$ cat src/rtl/inst_fetch_unit_if.sv
// Fetch-to-decode handshake: the fetch unit presents {pc, inst} at the FIFO head,
// and the IF/ID stage takes it by raising ready.
interface inst_fetch_unit_if;
    logic        out_valid;
    logic        out_ready;
    logic [31:0] out_inst;
    logic [31:0] out_pc;

    modport master (output out_valid, output out_inst, output out_pc, input out_ready);
    modport slave  (input out_valid, input out_inst, input out_pc, output out_ready);
endinterface

$ cat src/rtl/inst_fetch_unit.sv
// Instruction fetch front end: PC register, one-word-per-cycle fetch from a
// combinational instruction memory into a 2-entry prefetch FIFO, with redirects
// and an ECALL halt.
module inst_fetch_unit #(
    parameter int          ADDR_W   = 6,
    parameter logic [31:0] RESET_PC = 32'h0000_0000
) (
    input  logic                clk,
    input  logic                rst_n,
    output logic [ADDR_W-1:0]   imem_addr,
    input  logic [31:0]         imem_data,
    input  logic                redirect_valid,
    input  logic [31:0]         redirect_pc,
    inst_fetch_unit_if.master   fetch,
    output logic                halted,
    output logic                misalign
);

    localparam logic [31:0] ECALL = 32'h0000_0073;

    logic [31:0]       pc_q;
    logic [1:0][31:0]  fifo_pc;
    logic [1:0][31:0]  fifo_inst;
    logic              head;
    logic              tail;
    logic [1:0]        count;
    logic              pop;
    logic              push;

    // The memory index is just the word part of the PC; it wraps naturally.
    assign imem_addr       = pc_q[ADDR_W+1:2];
    assign fetch.out_valid = (count != 2'd0);
    assign fetch.out_inst  = fifo_inst[head];
    assign fetch.out_pc    = fifo_pc[head];

    // Handshake decode; a redirect suppresses both sides so the flush wins.
    always_comb begin
        pop  = fetch.out_valid & fetch.out_ready & ~redirect_valid;
        push = ~halted & ~redirect_valid & ((count != 2'd2) | pop);
    end

    // PC, FIFO storage/pointers, halt and misalign flags.
    always_ff @(posedge clk) begin
        if (!rst_n) begin
            pc_q      <= {RESET_PC[31:2], 2'b00};
            fifo_pc   <= '0;
            fifo_inst <= '0;
            head      <= 1'b0;
            tail      <= 1'b0;
            count     <= 2'd0;
            halted    <= 1'b0;
            misalign  <= 1'b0;
        end else if (redirect_valid) begin
            // Flush: queued words belong to the abandoned path.
            pc_q   <= {redirect_pc[31:2], 2'b00};
            head   <= 1'b0;
            tail   <= 1'b0;
            count  <= 2'd0;
            halted <= 1'b0;
            if (redirect_pc[1:0] != 2'b00)
                misalign <= 1'b1;
        end else begin
            if (push) begin
                fifo_pc[tail]   <= pc_q;
                fifo_inst[tail] <= imem_data;
                tail            <= ~tail;
                pc_q            <= pc_q + 32'd4;
                // The ECALL itself is still queued; only later fetches stop.
                if (imem_data == ECALL)
                    halted <= 1'b1;
            end
            if (pop)
                head <= ~head;
            case ({push, pop})
                2'b10:   count <= count + 2'd1;
                2'b01:   count <= count - 2'd1;
                default: count <= count;
            endcase
        end
    end

endmodule

$ cat src/flat_wrapper.sv
// flat-port wrapper written by rule: the top's interface ports become plain ports
module inst_fetch_unit_flat 
#(
    parameter int          ADDR_W   = 6,
    parameter logic [31:0] RESET_PC = 32'h0000_0000
)
  (clk, rst_n, imem_addr, imem_data, redirect_valid, redirect_pc, halted, misalign, fetch_out_valid, fetch_out_inst, fetch_out_pc, fetch_out_ready);
  inst_fetch_unit_if fetch_i ();
  input  logic clk;
  input  logic rst_n;
  output logic [ADDR_W-1:0] imem_addr;
  input  logic [31:0] imem_data;
  input  logic redirect_valid;
  input  logic [31:0] redirect_pc;
  output logic halted;
  output logic misalign;
  output wire logic [$bits(fetch_i.out_valid)-1:0] fetch_out_valid;
  output wire logic [$bits(fetch_i.out_inst)-1:0] fetch_out_inst;
  output wire logic [$bits(fetch_i.out_pc)-1:0] fetch_out_pc;
  input wire logic [$bits(fetch_i.out_ready)-1:0] fetch_out_ready;
  assign fetch_out_valid = fetch_i.out_valid;
  assign fetch_out_inst = fetch_i.out_inst;
  assign fetch_out_pc = fetch_i.out_pc;
  assign fetch_i.out_ready = fetch_out_ready;
  inst_fetch_unit #(.ADDR_W(ADDR_W), .RESET_PC(RESET_PC)) u_core (.clk(clk), .rst_n(rst_n), .imem_addr(imem_addr), .imem_data(imem_data), .redirect_valid(redirect_valid), .redirect_pc(redirect_pc), .fetch(fetch_i), .halted(halted), .misalign(misalign));
endmodule
$ cat config.mk
export PLATFORM = sky130hd
export DESIGN_NAME = inst_fetch_unit_flat
export DESIGN_NICKNAME = d
export VERILOG_FILES = /design/src/rtl/inst_fetch_unit_if.sv /design/src/rtl/inst_fetch_unit.sv /design/src/flat_wrapper.sv
export SDC_FILE = /design/constraint.sdc
export NUM_CORES = 1
export LEC_CHECK = 0
export CAP_MARGIN = 20
export CORE_UTILIZATION = 45
export CTS_CLUSTER_DIAMETER = 60
export DETAILED_ROUTE_END_ITERATION = 7
export PLACE_DENSITY = 0.79
export REMOVE_ABC_BUFFERS = 1
export SETUP_SLACK_MARGIN = 0.2
export SKIP_LAST_GASP = 1
export SYNTH_ARGS = -nofsm -noshare
export SYNTH_HDL_FRONTEND = slang
export SYNTH_SLANG_ARGS = --single-unit
$ cat constraint.sdc
create_clock -name clk -period 1.81 [get_ports clk]
set_input_delay 0.362 -clock clk [delete_from_list [all_inputs] [get_ports clk]]
set_output_delay 0.362 -clock clk [all_outputs]
set_load 0.05 [all_outputs]
* Word-level counts from Yosys, hierarchy flattened
Index checks and enable logic that the tools add are counted.
Storage, ports and cells: register bits 166, input bits 68, output and inout port bits 73
Operators by class: add/sub/neg operators 3, magnitude comparators 3, equality and inequality tests 4, mux-type cells 11, bitwise gates (word level) 10, reduce and logical (&&, ||, !) cells 9
Operators with widths (number):
- 32-bit two-way mux | 7
- 64-bit bitwise mux | 2
- 32-bit by 3-bit adder with 32-bit output (second input constant) | 1
- 32-bit demux with 1-bit select | 1
- 32-bit by 7-bit == test with 1-bit output (second input constant) | 1
- 2-bit nonzero test | 4
- 2-bit AND reduction | 3
- 1-bit NOT | 5
- 1-bit AND | 4
- 1-bit by 2-bit less-than comparator with 1-bit output (second input constant) | 2
- 2-bit case mux with 2 select lines | 1
- 2-bit by 1-bit adder with 2-bit output (second input constant) | 1
- 2-bit by 1-bit == test with 1-bit output (second input constant) | 1
- 2-bit == test (second input constant) | 1
- 2-bit inequality test (second input constant) | 1
- 2-bit OR reduction | 1
- 2-bit by 1-bit subtractor with 2-bit output (second input constant) | 1
- 1-bit greater-or-equal comparator (second input constant) | 1
- 1-bit logical AND | 1
- 1-bit OR | 1

* Longest topological paths before layout
Gate-level depths: netlist of run 1.
depth after elaboration 7, mapped depth 7

* Least setup slack after synthesis of run 1
Ideal clock, no wire load.
kind register to output, from register u_core.head, to output port fetch_out_pc[10], arrival time 1.409 ns, setup slack 0.039 ns, cell stages (with the launch flop) 4, buffers on the path 2, path through dfxtp_1 clkbuf_1 buf_1 mux2_2
Between the ends: longest elaborated chain between the ends 2
RTL lines:
- start, declared | line inst_fetch_unit.sv:24 | logic head;
- start signal, assigned | line inst_fetch_unit.sv:73 | head <= ~head;
- 32-bit two-way mux (implied by the code) (2 in series) | line inst_fetch_unit.sv:34 | assign fetch.out_pc = fifo_pc[head];
- end, declared | line flat_wrapper.sv:19 | output wire logic [$bits(fetch_i.out_pc)-1:0] fetch_out_pc;
No other way between the ends. The select of a mux whose other input is x is not followed.

* Worst setup path after layout of run 1
from register u_core.head, to output port fetch_out_pc[21]
The elaborated chain is that of the path after synthesis.

==> flow_summary.ini, run 1 <==
[status]
status = finished with violations
violated_checks = setup timing

[clock_network]
hold_buffers = 0
clk_pin_slew_ns = 0.07
cts.sink_count = 160
clock_path_buffers = 2
htree_num_levels = 4
clk-insertion-delay-late_ns = 0.44
cts_root_buffer_type = clkbuf_16
tritoncts = built
cts-buffers-inserted = 17

[floorplan]
die-area_mm2 = 0.01614
design.core.area_mm2 = 0.01526
rows = 45
dieHeight_um = 127.1
initial_standard_cell_utilization_of_the_core_pct = 46.13
die_width_um = 127.1
io_pins = 141

[critical_path]
crit_fanout = 7
worst-setup-path-type = reg2out
worst_path_largest_cell_delay_ns = 0.38
startpoint_type = flop
cp_data_arrival_time_ns = 1.64
timing.critical_path.required_ns = 1.45
timing.rr.end = u_core.fifo_inst[53]
worst_setup_path_end_kind = output pin
cp_num_cells = 4
crit_path_start = u_core.head
crit_chain = buf_4, buf_12, mux2_2, buf_6
worst_r2r_startpoint = u_core.count[0]
reg2reg_depth = 8
path_buf_inv = 3
r2r_setup_slack_ns = 0.04
cp_top_family = buffers and inverters
slowest_stage = dfxtp_4
crit_end = fetch_out_pc[21]

[power_and_ir_drop]
power.density_mw_per_mm2 = 794.8
sequential_cell_fraction_of_total_power_pct = 39.2
p_int_mw = 7.016
power.share.switching_pct = 27.90
comb_power_share_pct = 20.8
clock_power_share_pct = 40.1
power.leakage_nw = 5.066
worst_ir_drop_vdd_mv = 0.7339
net-switching-power_mw = 2.715

[route]
drt_first_pass_iters = 5
detail_route.iter0.violations = 699
post_drt_via_cell_ratio = 5.834
wl_per_cell_um = 21.79
drt_wl_total_um = 28630
route.antenna.remaining_nets = 0
detailroute.via_count = 7666
post-route-drc-count = 0

[grt]
global_route.usage.total_pct = 24.51
grt_max_degree = 53
initial_antenna_violation_count = 0
grt_first_pass_wirelength_um = 30950
first_global_vias = 6121
grt_overflow = 0

[yosys]
yosys_warnings = 0
cell_type_with_the_largest_total_area_after_synthesis = dfxtp_1
yosysSeqAreaShare_pct = 45.51
synthesis.instances = 861
syn-mean-instance-area_um2 = 8.174
synth.ff_latch_count = 160
synth-edff-count = 0
ys_types = 41
synth_area_mm2 = 0.007038
yosys_most_used_dff = dfxtp_1
ys_async_rst_share_pct = 0
synth_top_area_share_pct = 45.51
synth_top_cells_by_area = dfxtp_1, nand2_1, a21oi_1

[timing]
period_minus_slack_ns = 2.004
fmax_mhz = 498.9
report.final.hold_viol_count = 0
timing.hold.ws_ns = 0.2634
timing.final.max_slew_violations = 0
setup_viol_count_final = 62
worst_slack_ns = -0.1942
setup_skew_ns = 0.01000
layout_worst_path_cycle_share_pct = 110.7
rsz0062_at_grt = true

[cells_and_area]
final_antenna_diode_count = 0
postLayoutCellArea_mm2 = 0.01224
final_cell_mix = nand2_1, dfxtp_1, a21oi_1, buf_4, a21oi_2
final_layout_size_suffix_gt1_share_pct = 44.88
finalCoreUtilization_pct = 80.24
mostFrequentLayoutCell = nand2_1
layout-area-overhead-vs-synth_pct = 73.96
layout.nets = 1160

[place]
port_buffers = 138
routabilityCongestion = 0.8249
post_dp_cell_area_mm2 = 0.009054
place.detailed.hpwl_um = 12770
pre_cts_setup_slack_ns = -0.3073

[hold_path]
timing.hold.worst.start = imem_data[26]
hold_path.class = in2reg

[job]
max_cap_violations = 0
==> sequential cells by signal (all words and copies together), names as in the netlist <==
register          flops
u_core.halted         1
u_core.count          2
u_core.misalign       1
u_core.tail           1
u_core.head           1
u_core.pc_q          30
u_core.fifo_pc       60
u_core.fifo_inst     64
==> repair_timing <==
| item | in CTS | in global routing |
|---|---|---|
| setup buffers | 2 | 16 |
| endpoints found under the setup margin | 201 | 186 |
| gates resized for setup | 29 | 389 |
| pin swaps | 4 | 140 |
| hold endpoints to repair | 0 | 0 |
| cloned | 4 | 34 |
==> metrics by stage <==
stage	setup TNS (ns)	total power [mW]	std cells
floorplan	-159.81	4.582	794
global placement	-29.81	5.235	1226
detailed placement	-38.11	5.259	1226
CTS	-11.42	9.101	1264
global route	-11.43	9.961	1314
finish	-10.40	9.731	1314
==> area by class of cell <==
cell class | count | area [um^2]
clock buffers | 22 | 474.2
clock inverters | 10 | 157.7
fillers | 834 | 3015
inverters | 6 | 25.02
multi-input cells | 631 | 4633
flip-flops and latches | 160 | 3218
well taps | 211 | 264.0
repair buffers | 274 | 3471
==> routing by layer <==
layer / vias to the layer above / global-route usage, % / part of all wire [%]
li1: 3398 / - / -
met1: 3700 / 30.96 / 37
met2: 453 / 41.27 / 50
met3: 115 / 4.774 / 8.0
met4: 0 / 9.594 / 5.1
met5: - / 0 / 0
==> worst min-delay path by stage <==
stage / end / slack, ns / cells past startpoint
after floorplan: u_core.fifo_inst[32] / 0.43 / 2
after global placement: u_core.fifo_inst[57] / 0.44 / 2
after detailed placement: u_core.fifo_inst[44] / 0.44 / 2
after CTS: u_core.fifo_inst[44] / 0.45 / 2
after global routing: u_core.fifo_inst[58] / 0.28 / 3
final: u_core.fifo_inst[58] / 0.26 / 3
==> power groups by stage <==
stage / combinational, mW / sequential [mW] / clock (mW)
floorplan: 0.682 / 3.90 / 0
global placement: 1.39 / 3.84 / 0
detailed placement: 1.41 / 3.85 / 0
CTS: 1.47 / 3.77 / 3.86
global route: 2.09 / 3.82 / 4.05
finish: 2.02 / 3.81 / 3.90
==> synthesized netlist by cell type, types with 2 or more instances <==
master / count
buf_4: 8
xnor2_1: 18
or2_2: 3
inv_1: 5
nand2_1: 260
nor4_1: 12
xor2_1: 15
nor2_1: 10
a21oi_1: 154
o21ai_0: 23
and3_1: 14
mux2_2: 62
nand3_1: 8
nor4_2: 2
o22ai_1: 7
clkbuf_1: 36
nand4_1: 12
ha_1: 2
dfxtp_1: 160
nand4b_1: 2
nor3_2: 2
buf_2: 17
buf_1: 6
and2_1: 3
and4_1: 4
==> worst register-to-register path, cell delays in order, from the launching register on <==
cell and delay, ns:
dfxtp_4 0.37, nor3b_4 0.33, nor3_2 0.10, buf_6 0.16, buf_6 0.11, and2_4 0.22
clkbuf_16 0.20, nand2_1 0.09, a21oi_1 0.06
==> logic make-up (layout without fill, tap and decap cells) <==
group | Yosys count | in the layout | synth area share, %
other | 1 | 2 | 0.05328
XOR/XNOR | 33 | 33 | 4.107
multiplexers | 63 | 63 | 10.06
AO/OA/AOI/OAI | 186 | 186 | 13.48
adder cells (fa/ha/maj) | 2 | 2 | 0.3555
AND/OR/NAND/NOR | 342 | 345 | 21.74
buffers and inverters | 74 | 312 | 4.693
flip-flops | 160 | 160 | 45.51
No activity file was read; power rests on OpenSTA's default activity.
==> run 2, diff against run 1 <==
--- a/config.mk
+++ b/config.mk
@@ -5,9 +5,10 @@
 export SDC_FILE = /design/constraint.sdc
 export NUM_CORES = 1
 export LEC_CHECK = 0
-export CAP_MARGIN = 20
+export CAP_MARGIN = 10
 export CORE_UTILIZATION = 45
 export CTS_CLUSTER_DIAMETER = 60
+export CTS_CLUSTER_SIZE = 16
 export DETAILED_ROUTE_END_ITERATION = 7
 export PLACE_DENSITY = 0.79
 export REMOVE_ABC_BUFFERS = 1
==> results of run 2 <==
Same layout as run 1: the final DEF is identical, and so are final timing and power.
